### src/rtl/kvarb_pkg.sv
// Shared types and constants for the two-port key-value request arbiter.
// Statistics counters in kv_req_arbiter are built only when KVARB_STATS_EN is defined.
package kvarb_pkg;

  localparam logic [3:0] OP_SUSPECT      = 4'b0011;
  localparam logic [3:0] OP_ARREST       = 4'b0101;

  localparam logic [1:0] STATUS_SUSPECT  = 2'b01;
  localparam logic [1:0] STATUS_ARREST   = 2'b10;
  localparam logic [1:0] STATUS_FILTERED = 2'b11;

  localparam int PORT_ID_W = 1;
  localparam int NUM_PORTS = 2;

  typedef logic [PORT_ID_W-1:0] port_id_t;

  typedef enum logic {
    OUT_IDLE   = 1'b0,
    OUT_LOADED = 1'b1
  } out_state_e;

endpackage

### src/rtl/kvarb_tag_fifo.sv
// In-order FIFO of requesting port IDs for requests outstanding at the DB.
// A push into a full FIFO is accepted only when a pop happens in the same cycle.
module kvarb_tag_fifo
  import kvarb_pkg::*;
#(
  parameter int DEPTH = 8,
  parameter int CNT_W = $clog2(DEPTH + 1)
) (
  input  logic             clk_i,
  input  logic             rst_ni,
  input  logic             push_i,
  input  port_id_t         push_data_i,
  input  logic             pop_i,
  output port_id_t         pop_data_o,
  output logic             full_o,
  output logic             empty_o,
  output logic [CNT_W-1:0] count_o
);

  localparam int AW = $clog2(DEPTH);

  port_id_t         mem_q [DEPTH];
  logic [AW-1:0]    wr_ptr_q;
  logic [AW-1:0]    rd_ptr_q;
  logic [CNT_W-1:0] count_q;
  logic             do_push;
  logic             do_pop;

  assign full_o     = (count_q == CNT_W'(DEPTH));
  assign empty_o    = (count_q == '0);
  assign count_o    = count_q;
  assign pop_data_o = mem_q[rd_ptr_q];
  assign do_pop     = pop_i && !empty_o;
  assign do_push    = push_i && (!full_o || do_pop);

  always_ff @(posedge clk_i or negedge rst_ni) begin
    if (!rst_ni) begin
      for (int i = 0; i < DEPTH; i++) begin
        mem_q[i] <= '0;
      end
      wr_ptr_q <= '0;
      rd_ptr_q <= '0;
      count_q  <= '0;
    end else begin
      if (do_push) begin
        mem_q[wr_ptr_q] <= push_data_i;
        wr_ptr_q        <= wr_ptr_q + AW'(1);
      end
      if (do_pop) begin
        rd_ptr_q <= rd_ptr_q + AW'(1);
      end
      case ({do_push, do_pop})
        2'b10:   count_q <= count_q + CNT_W'(1);
        2'b01:   count_q <= count_q - CNT_W'(1);
        default: count_q <= count_q;
      endcase
    end
  end

endmodule

### src/rtl/kv_req_arbiter.sv
// Round-robin sharing of one KV DB lookup port between two parsers, with reply routing.
// Define KVARB_STATS_EN to build the drop and spurious-reply counters (tied to 0 otherwise).
module kv_req_arbiter
  import kvarb_pkg::*;
#(
  parameter int KEY_SIZE        = 96,
  parameter int FLAG_SIZE       = 4,
  parameter int MAX_OUTSTANDING = 8
) (
  input  logic                   clk156,
  input  logic                   eth_rst_n,
  input  logic [1:0]             req_valid,
  input  logic [2*KEY_SIZE-1:0]  req_key,
  input  logic [2*FLAG_SIZE-1:0] req_flag,
  output logic [1:0]             rsp_valid,
  output logic [FLAG_SIZE-1:0]   rsp_flag,
  output logic                   db_in_valid,
  output logic [KEY_SIZE-1:0]    db_in_key,
  output logic [FLAG_SIZE-1:0]   db_in_flag,
  input  logic                   db_ready,
  input  logic                   db_out_valid,
  input  logic [FLAG_SIZE-1:0]   db_out_flag,
  output logic [31:0]            drop_cnt,
  output logic [15:0]            spurious_cnt
);

  localparam int CNT_W = $clog2(MAX_OUTSTANDING + 1);

  out_state_e            state_q, state_d;
  port_id_t              last_grant_q;
  port_id_t              out_port_q;
  logic [KEY_SIZE-1:0]   out_key_q;
  logic [FLAG_SIZE-1:0]  out_flag_q;
  logic [1:0]            rsp_valid_q;
  logic [FLAG_SIZE-1:0]  rsp_flag_q;

  logic [1:0]            cand_valid;
  logic [KEY_SIZE-1:0]   cand_key  [2];
  logic [FLAG_SIZE-1:0]  cand_flag [2];
  logic [1:0]            granted;
  logic                  grant;
  port_id_t              grant_port;
  logic                  accept;

  logic                  tag_push;
  logic                  tag_pop;
  logic                  tag_full;
  logic                  tag_empty;
  port_id_t              tag_head;
  logic [CNT_W-1:0]      tag_count;
  logic [CNT_W:0]        tag_count_after;
  logic                  room;

  assign accept   = (state_q == OUT_LOADED) && db_ready;
  assign tag_push = accept;
  assign tag_pop  = db_out_valid && !tag_empty;

  // A new grant must leave space in the tag FIFO for its own later push.
  assign tag_count_after = {1'b0, tag_count} + {{CNT_W{1'b0}}, tag_push}
                         - {{CNT_W{1'b0}}, tag_pop};
  assign room = (!tag_full || tag_pop) && (tag_count_after < (CNT_W+1)'(MAX_OUTSTANDING));

  for (genvar gi = 0; gi < NUM_PORTS; gi++) begin : g_port
    logic                 valid_q;
    logic [KEY_SIZE-1:0]  key_q;
    logic [FLAG_SIZE-1:0] flag_q;

    // An incoming pulse bypasses an empty holding register so it can be granted at once.
    assign cand_valid[gi] = valid_q | req_valid[gi];
    assign cand_key[gi]   = valid_q ? key_q  : req_key[gi*KEY_SIZE +: KEY_SIZE];
    assign cand_flag[gi]  = valid_q ? flag_q : req_flag[gi*FLAG_SIZE +: FLAG_SIZE];
    assign granted[gi]    = grant && (grant_port == port_id_t'(gi));

    always_ff @(posedge clk156 or negedge eth_rst_n) begin
      if (!eth_rst_n) begin
        valid_q <= 1'b0;
        key_q   <= '0;
        flag_q  <= '0;
      end else if (req_valid[gi] && (valid_q ? granted[gi] : !granted[gi])) begin
        valid_q <= 1'b1;
        key_q   <= req_key[gi*KEY_SIZE +: KEY_SIZE];
        flag_q  <= req_flag[gi*FLAG_SIZE +: FLAG_SIZE];
      end else if (granted[gi]) begin
        valid_q <= 1'b0;
      end
    end

`ifdef KVARB_STATS_EN
    logic [15:0] drop_q;

    always_ff @(posedge clk156 or negedge eth_rst_n) begin
      if (!eth_rst_n) begin
        drop_q <= '0;
      end else if (req_valid[gi] && valid_q && !granted[gi] && (drop_q != 16'hFFFF)) begin
        drop_q <= drop_q + 16'd1;
      end
    end

    assign drop_cnt[gi*16 +: 16] = drop_q;
`endif
  end

  always_comb begin
    grant      = 1'b0;
    grant_port = '0;
    state_d    = state_q;
    if (((state_q == OUT_IDLE) || accept) && room) begin
      if (&cand_valid) begin
        grant      = 1'b1;
        grant_port = ~last_grant_q;
      end else if (cand_valid[0]) begin
        grant      = 1'b1;
        grant_port = port_id_t'(0);
      end else if (cand_valid[1]) begin
        grant      = 1'b1;
        grant_port = port_id_t'(1);
      end
    end
    case (state_q)
      OUT_IDLE:   if (grant) state_d = OUT_LOADED;
      OUT_LOADED: if (accept && !grant) state_d = OUT_IDLE;
      default:    state_d = OUT_IDLE;
    endcase
  end

  always_ff @(posedge clk156 or negedge eth_rst_n) begin
    if (!eth_rst_n) begin
      state_q      <= OUT_IDLE;
      last_grant_q <= '0;
      out_port_q   <= '0;
      out_key_q    <= '0;
      out_flag_q   <= '0;
    end else begin
      state_q <= state_d;
      if (grant) begin
        out_key_q    <= cand_key[grant_port];
        out_flag_q   <= cand_flag[grant_port];
        out_port_q   <= grant_port;
        last_grant_q <= grant_port;
      end
    end
  end

  kvarb_tag_fifo #(
    .DEPTH (MAX_OUTSTANDING),
    .CNT_W (CNT_W)
  ) u_tag_fifo (
    .clk_i       (clk156),
    .rst_ni      (eth_rst_n),
    .push_i      (tag_push),
    .push_data_i (out_port_q),
    .pop_i       (db_out_valid),
    .pop_data_o  (tag_head),
    .full_o      (tag_full),
    .empty_o     (tag_empty),
    .count_o     (tag_count)
  );

  always_ff @(posedge clk156 or negedge eth_rst_n) begin
    if (!eth_rst_n) begin
      rsp_valid_q <= '0;
      rsp_flag_q  <= '0;
    end else begin
      rsp_valid_q <= '0;
      if (tag_pop) begin
        rsp_valid_q <= (tag_head == port_id_t'(1)) ? 2'b10 : 2'b01;
        rsp_flag_q  <= db_out_flag;
      end
    end
  end

`ifdef KVARB_STATS_EN
  logic [15:0] spurious_q;

  always_ff @(posedge clk156 or negedge eth_rst_n) begin
    if (!eth_rst_n) begin
      spurious_q <= '0;
    end else if (db_out_valid && tag_empty && (spurious_q != 16'hFFFF)) begin
      spurious_q <= spurious_q + 16'd1;
    end
  end

  assign spurious_cnt = spurious_q;
`else
  assign drop_cnt     = '0;
  assign spurious_cnt = '0;
`endif

  assign db_in_valid = (state_q == OUT_LOADED);
  assign db_in_key   = out_key_q;
  assign db_in_flag  = out_flag_q;
  assign rsp_valid   = rsp_valid_q;
  assign rsp_flag    = rsp_flag_q;

endmodule

### config.mk
export PLATFORM = sky130hd
export DESIGN_NAME = kv_req_arbiter
export DESIGN_NICKNAME = d
export VERILOG_FILES = /design/src/rtl/kvarb_pkg.sv /design/src/rtl/kvarb_tag_fifo.sv /design/src/rtl/kv_req_arbiter.sv
export SDC_FILE = /design/constraint.sdc
export NUM_CORES = 1
export LEC_CHECK = 0
export BUFFER_PORTS_ARGS = -buffer_cell sky130_fd_sc_hd__buf_2
export CAP_MARGIN = 10
export CORE_ASPECT_RATIO = 1.2
export CORE_UTILIZATION = 50
export DETAILED_ROUTE_END_ITERATION = 10
export GPL_TIMING_DRIVEN = 0
export PLACE_DENSITY_LB_ADDON = 0.1
export SLEW_MARGIN = 10
export SYNTH_ARGS = -nofsm -noshare
export SYNTH_HDL_FRONTEND = slang
export SYNTH_SLANG_ARGS = --single-unit
export TNS_END_PERCENT = 1
### constraint.sdc
create_clock -name clk156 -period 3.47 [get_ports clk156]
set_clock_uncertainty 0.05 [all_clocks]
set_input_delay 0.347 -clock clk156 [delete_from_list [all_inputs] [get_ports clk156]]
set_output_delay 0.347 -clock clk156 [all_outputs]
set_load 0.03 [all_outputs]
==> results of run 1 <==
## worst max-delay path, cell delays in order (launching register included)
cell and delay [ns]:
dfrtp_1 0.42, inv_2 0.10, ha_2 0.18, nand2_2 0.07, nand2_4 0.12, inv_8 0.06
ha_1 0.18, inv_1 0.05, ha_1 0.21, and4b_1 0.22, o22ai_2 0.14, mux2_4 0.35
a21o_2 0.22, nand3_4 0.16, buf_12 0.19, clkbuf_16 0.17, mux2_4 0.29
## timing repair
item	4_1_cts	5_1_grt
hold buffers	22	0
cloned	1	6
setup endpoints to repair	302	300
hold endpoints to repair	72	0
pin swaps	1	1
buffers inserted	2	6
resized for setup	15	7
## synth_stat cells (2+ instances only)
library cell / count
buf_2: 3
nand3_1: 4
xnor2_1: 7
a21o_2: 2
nand3_2: 2
nor2b_1: 2
nand2b_1: 2
buf_1: 2
mux2i_1: 102
nand3b_1: 2
and3_1: 2
buf_4: 49
nor3b_1: 4
ha_1: 11
nand2_1: 199
nor2_1: 37
a31oi_1: 2
a21o_1: 2
dfrtp_1: 328
inv_1: 11
buf_12: 21
clkbuf_1: 55
buf_6: 8
o21ai_0: 173
mux4_2: 2
mux2_4: 201
nand4_1: 2
mux2_2: 108
a21bo_2: 2
a21oi_1: 33
## stage by stage
step | power [mW] | util
5_1_grt | 24.4 | 0.633
3_5_place_dp | 18.8 | 0.584
3_3_place_gp | 18.4 | 0.581
2_1_floorplan | 15.7 | -
6_report | 22.9 | 0.634
4_1_cts | 22.8 | 0.627
## per-layer routing
metal | vias up | track usage | wire length, um
met5 | - | 0 | 126
met4 | 20 | 0.0840 | 1270
met3 | 99 | 0.0659 | 2770
met2 | 294 | 0.424 | 21800
met1 | 5925 | 0.319 | 18600
li1 | 5636 | - | -
## registers in the layout, indices dropped and copies added, names as in the netlist
| register | flops |
|---|---|
| db_in_flag | 4 |
| u_tag_fifo.mem_q | 8 |
| u_tag_fifo.rd_ptr_q | 3 |
| rsp_flag | 4 |
| u_tag_fifo.count_o | 4 |
| db_in_valid | 1 |
| g_port.key_q | 192 |
| g_port.flag_q | 8 |
| db_in_key | 96 |
| out_port_q | 1 |
| g_port.valid_q | 2 |
| u_tag_fifo.wr_ptr_q | 3 |
| rsp_valid | 2 |
## final timing paths
kind	from	end	slack, ns	depth (start not counted)
worst max-delay path	u_tag_fifo.count_o[3]$_DFFE_PN0P_	g_port[1].key_q[27]$_DFFE_PN0P_	0.13	16
worst min-delay path	req_key[59]	g_port[0].key_q[59]$_DFFE_PN0P_	0.02	2
worst max register to register	u_tag_fifo.count_o[3]$_DFFE_PN0P_	g_port[1].key_q[27]$_DFFE_PN0P_	0.13	16
worst min register to register	rsp_flag[2]$_DFFE_PN0P_	rsp_flag[2]$_DFFE_PN0P_	0.42	2
max in group asynchronous	eth_rst_n	g_port[0].key_q[50]$_DFFE_PN0P_	1.79	4
min in group asynchronous	eth_rst_n	g_port[0].key_q[9]$_DFFE_PN0P_	0.27	2
## area by class of cell
class / instances / area (um^2) / area share
Tap cell: 450 / 563 / 0.0266
Timing Repair Buffer: 356 / 2130 / 0.101
Buffer: 139 / 1140 / 0.0540
Sequential cell: 328 / 8210 / 0.388
Antenna cell: 10 / 25.0 / 0.00118
Clock buffer: 59 / 1100 / 0.0519
Multi-Input combinational cell: 960 / 7930 / 0.374
Clock inverter: 5 / 35.0 / 0.00165
Inverter: 11 / 48.8 / 0.00230
## power by group through the flow
| stage | Sequential [mW] | Clock [mW] | Combinational, mW |
|---|---|---|---|
| 2_1_floorplan | 7.79 | 0 | 7.92 |
| 3_3_place_gp | 6.81 | 0 | 11.6 |
| 3_5_place_dp | 6.89 | 0 | 11.9 |
| 4_1_cts | 6.87 | 3.82 | 12.1 |
| 5_1_grt | 7.11 | 3.98 | 13.4 |
| 6_report | 6.89 | 3.76 | 12.2 |
## logic make-up (layout without fill, tap and decap cells)
| logic type | count (synthesis) | count (layout) | synth area share |
|---|---|---|---|
| DFF | 328 | 328 | 0.480 |
| xor gates and xnor gates | 8 | 8 | 0.00410 |
| AOI/OAI and AO/OA | 219 | 219 | 0.0669 |
| other | 1 | 58 | 0.000219 |
| adders and majority gates | 12 | 12 | 0.00922 |
| muxes | 413 | 413 | 0.310 |
| and+or+nand+nor | 260 | 260 | 0.0614 |
| buffers and inverters | 150 | 570 | 0.0681 |
==> out/results.tsv, run 1 <==
metric	value	unit
status	complete, no violations	
max_freq	0.300	GHz
p_per_area	1080	nW/um^2
maxCapViolCount	0	
vias	12000	
cp-start-kind	flip-flop	
power.switching	8.97	mW
cts_tree	yes	
dp.cells	2207	
clk_pin_slew	0.06	ns
port_buffers	316	
final_cell_mix	328 x dfrtp_1, 318 x buf_2, 201 x mux2_4, 197 x nand2_1, 173 x o21ai_0	
core	33400	um^2
synth_largest_area_cell	dfrtp_1	
grt_overflow	0	
cts_sinks	328	
die_width	171	um
cts_root_buffer	clkbuf_16	
n_fill_cell	2765	
via_per_inst	5.17	
wl	44600	um
hold_viol_final	0	
maxSlewViolCount	0	
synth_edf_count	0	
cp-end-kind	flip-flop	
grt_use_total	0.254	
slew_headroom	0.356	
finalCritPeriodShare	0.962	
cp_max_fo	8	
worst_slack	0.132	ns
p_clk_frac	0.164	
drive_above_1_share	0.430	
p_int	13.9	mW
nNetsFinal	2055	
ant_nets	0	
dp_hpwl	30300	um
firstDrtPassIters	4	
grt_antenna_before_repair	19	
cp.arrival	3.69	ns
synth.avg_cell_area	12.3	um^2
max-vdd-ir-drop	0.000517	V
grt_pass1_vias	12400	
worst_pin_slew	0.966	ns
yosysTopAreaCellShare	0.480	
grt_pass1_wl	68200	um
ys_warn_count	0	
synth_cell_types	43	
io_pins	365	
min-delay-path-class	in2reg	
syn_inst	1391	
synthArstFlopShare	1.00	
ys_seq_area_frac	0.480	
drc	0	
swShare	0.392	
netlist_top_cells_area	dfrtp_1 48%, mux2_4 18%, mux2_2 7.1%	
die_h	205	um
critical_path_class	reg2reg	
final_common_cell	dfrtp_1	
final_area	21200	um^2
htree_levels	2	
wl_per_cell	19.2	um
routabilityCongestion	0.808	
seqPwrFrac	0.301	
start_util	0.511	
combPwrFrac	0.535	
die_area	34900	um^2
crit_required	3.82	ns
finalNonFillerCells	2318	
whs	0.0156	ns
period_needed	3.34	ns
drt_iter0_drc	548	
pre_cts_slack	-0.634	ns
cts_buffer_depth	3	
synth_flop_cell	dfrtp_1	
p_leak	11.3	nW
grt_start_max_net_pins	96	
area_growth	23.9	%
std_cell_rows	73	
cts_made_buffers	37	
setup_tns	0	ns
ys_seq_elements	328	
setup_viol	0	
clkLatencyLatePin	0.52	ns
place_area	19500	um^2
synth.cell_area	17100	um^2
No activity file was read; power rests on OpenSTA's default activity.
==> run 2, diff against run 1 <==
--- a/config.mk
+++ b/config.mk
@@ -7,8 +7,10 @@
 export LEC_CHECK = 0
 export BUFFER_PORTS_ARGS = -buffer_cell sky130_fd_sc_hd__buf_2
 export CAP_MARGIN = 10
+export CELL_PAD_IN_SITES_DETAIL_PLACEMENT = 0
+export CELL_PAD_IN_SITES_GLOBAL_PLACEMENT = 1
 export CORE_ASPECT_RATIO = 1.2
-export CORE_UTILIZATION = 50
+export CORE_UTILIZATION = 40
 export DETAILED_ROUTE_END_ITERATION = 10
 export GPL_TIMING_DRIVEN = 0
 export PLACE_DENSITY_LB_ADDON = 0.1
==> constraint.sdc (replaced) <==
create_clock -name clk156 -period 3.47 [get_ports clk156]
set_clock_uncertainty 0.05 [all_clocks]
set_input_delay 0.5205 -clock clk156 [delete_from_list [all_inputs] [get_ports clk156]]
set_output_delay 0.5205 -clock clk156 [all_outputs]
set_load 0.03 [all_outputs]
==> run 2 against run 1 <==
Largest cell class unchanged. Sequential share of layout area increased by 0.37 points. Sequential cell count unchanged. Power grew 0.45%. First-iteration DRC count decreased by 9.3%. Routed wire length increased by 4.6%.
==> out/results.tsv, run 2 (synthesized netlist as in run 1, its figures left out) <==
metric	value	unit	change
cts_tree	yes		unchanged
start_util	0.407		was 0.511
r2r-end	g_port[1].key_q[36]$_DFFE_PN0P_		was g_port[1].key_q[27]$_DFFE_PN0P_
path_cells	inv_1, ha_1, nand2_1, nand2_4, inv_2, ha_1, inv_1, ha_1, or3_1, o22ai_2, mux2_4, a21o_2, nand3_2, buf_12, buf_12, mux2_4		was inv_2, ha_2, nand2_2, nand2_4, inv_8, ha_1, inv_1, ha_1, and4b_1, o22ai_2, mux2_4, a21o_2, nand3_4, buf_12, clkbuf_16, mux2_4
hp-start	db_out_flag[2]		was req_key[59]
final_area	21000	um^2	was 21200 um^2
final_common_cell	dfrtp_1		unchanged
period_needed	3.41	ns	was 3.34 ns
via_per_inst	4.88		was 5.17
fin_total_pwr	23.0	mW	was 22.9 mW
whs_endpoint	rsp_flag[2]$_DFFE_PN0P_		was g_port[0].key_q[59]$_DFFE_PN0P_
ant_nets	0		unchanged
p_clk_frac	0.173		was 0.164
r2r_start	u_tag_fifo.count_o[2]$_DFFE_PN0P_		was u_tag_fifo.count_o[3]$_DFFE_PN0P_
cp-end-kind	flip-flop		unchanged
min_path_cells	3		was 2
grt_use_total	0.215		was 0.254
maxCapViolCount	0		unchanged
crit_required	3.86	ns	was 3.82 ns
dp_hpwl	32700	um	was 30300 um
crit_top_cell	ha_1		
drive_above_1_share	0.436		was 0.430
critPathSlowestCell	dfrtp_1		unchanged
worst_pin_slew	1.08	ns	was 0.966 ns
cp-start-kind	flip-flop		unchanged
io_pins	365		unchanged
cts_made_buffers	38		was 37
clk_pin_slew	0.06	ns	about the same
largest_register_ffs	192		unchanged
wl	46600	um	was 44600 um
power.switching	8.99	mW	was 8.97 mW
grt_pass1_vias	12000		was 12400
cp_max_fo	10		was 8
p_int	14.0	mW	was 13.9 mW
swShare	0.391		was 0.392
max_stage_delay	0.40	ns	was 0.42 ns
worst_slack	0.0624	ns	was 0.132 ns
finalCritPeriodShare	0.982		was 0.962
rrSetupSlack	0.06	ns	was 0.13 ns
place_area	19600	um^2	was 19500 um^2
cts_sinks	328		unchanged
rsz0062_at_grt	true		
drt_iter0_drc	497		was 548
hold_viol_final	0		unchanged
firstDrtPassIters	7		was 4
final_cell_mix	328 x dfrtp_1, 318 x buf_2, 201 x mux2_4, 198 x nand2_1, 173 x o21ai_0		was 328 x dfrtp_1, 318 x buf_2, 201 x mux2_4, 197 x nand2_1, 173 x o21ai_0
multi_input_area	7920	um^2	was 7930 um^2
vias	11600		was 12000
routabilityCongestion	0.759		was 0.808
min-delay-path-class	in2reg		unchanged
combPwrFrac	0.529		was 0.535
cts_buffer_depth	3		unchanged
grt_antenna_before_repair	14		was 19
critical_path_class	reg2reg		unchanged
htree_levels	2		unchanged
drc	0		unchanged
max-vdd-ir-drop	0.000509	V	was 0.000517 V
port_buffers	316		unchanged
nNetsFinal	2027		was 2055
p_leak	11.2	nW	was 11.3 nW
status	complete, no violations		unchanged
die_width	191	um	was 171 um
die_h	228	um	was 205 um
wl_per_cell	19.6	um	was 19.2 um
clkLatencyLatePin	0.56	ns	was 0.52 ns
area_growth	22.7	%	was 23.9%
grt_pass1_wl	71700	um	was 68200 um
std_cell_rows	82		was 73
maxSlewViolCount	0		unchanged
core	42000	um^2	was 33400 um^2
cts_root_buffer	clkbuf_16		unchanged
grt_start_max_net_pins	97		was 96
n_fill_cell	3881		was 2765
seqPwrFrac	0.299		was 0.301
p_per_area	1100	nW/um^2	was 1080 nW/um^2
die_area	43600	um^2	was 34900 um^2
regArea	8210	um^2	unchanged
cp.arrival	3.79	ns	was 3.69 ns
reg2reg_depth	16		unchanged
pre_cts_slack	-0.680	ns	was -0.634 ns
max_freq	0.293	GHz	was 0.300 GHz
largest_register	g_port.key_q		unchanged
grt_overflow	0		unchanged
slew_headroom	0.281		was 0.356
setup_viol	0		unchanged
[run 2: changes by cell type in the layout (fill, tap and decap cells not counted), sizes merged]
cell / before / now
buf: 412 / 410
clkbuf: 120 / 115
clkinv: 4 / 5
diode: 10 / 7
dlygate4sd3: 22 / 1
inv: 12 / 11
[run 2: critical path: cells and delay by family (launching register included)]
kind                     cells  cell delay [ns]
multiplexers                 2             0.65
adder cells (fa/ha/maj)      3             0.55
buffers and inverters        5             0.60
AO/OA/AOI/OAI                2             0.33
flip-flops                   1             0.40
AND/OR/NAND/NOR              4             0.67
[run 2: per-layer routing]
layer / vias up / wire length (um) / track usage
li1: 5576 / - / -
met1: 5699 / 20400 / 0.278
met2: 269 / 22400 / 0.354
met3: 59 / 2850 / 0.0550
met4: 16 / 853 / 0.0618
met5: - / 100 / 0
[run 2: power by group through the flow]
stage / Clock, mW / Combinational [mW] / Sequential, mW
2_1_floorplan: 0 / 7.92 / 7.79
3_3_place_gp: 0 / 11.9 / 6.83
3_5_place_dp: 0 / 12.1 / 6.89
4_1_cts: 4.10 / 12.2 / 6.86
5_1_grt: 4.25 / 13.3 / 7.09
6_report: 3.97 / 12.2 / 6.86
[run 2: cell type report]
class	count	area share
well taps	546	0.0326
repair buffers	327	0.0828
clock buffers	60	0.0566
plain buffers	139	0.0556
inverters	11	0.00197
clock inverters	5	0.00119
diodes	7	0.000835
flip-flops and latches	328	0.391
multi-input cells	960	0.377
[run 2: stage by stage]
step	TNS (ns)	utilization	cells	hold slack, ns
after global routing	-23.02	0.500	2377	0.0956
after CTS	0	0.498	2371	0.0696
final	0	0.500	2383	0.102
after floorplan	0	-	1438	0.175
after global placement	-1769.83	0.466	2300	0.409
after detailed placement	-106.67	0.468	2303	0.410
[run 2: what timing repair did]
item	4_1_cts	5_1_grt
hold buffers	1	0
pin swaps	1	0
hold endpoints to repair	59	0
setup buffers	2	5
resized for setup	13	17
endpoints found under the setup margin	302	301
[run 2: how the worst max path moves through the flow]
stage / start / endpoint / slack (ns) / depth (start not counted)
4_1_cts: u_tag_fifo.count_o[2]$_DFFE_PN0P_ / g_port[0].key_q[51]$_DFFE_PN0P_ / 0.02 / 16
3_5_place_dp: u_tag_fifo.count_o[2]$_DFFE_PN0P_ / db_in_key[92]$_DFFE_PN0P_ / -0.68 / 15
6_report: u_tag_fifo.count_o[2]$_DFFE_PN0P_ / g_port[1].key_q[36]$_DFFE_PN0P_ / 0.06 / 16
2_1_floorplan: u_tag_fifo.count_o[2]$_DFFE_PN0P_ / g_port[1].flag_q[0]$_DFFE_PN0P_ / 0.21 / 16
3_3_place_gp: eth_rst_n / db_in_key[88]$_DFFE_PN0P_ / -5.09 / 1
5_1_grt: u_tag_fifo.count_o[2]$_DFFE_PN0P_ / db_in_key[21]$_DFFE_PN0P_ / -0.14 / 15
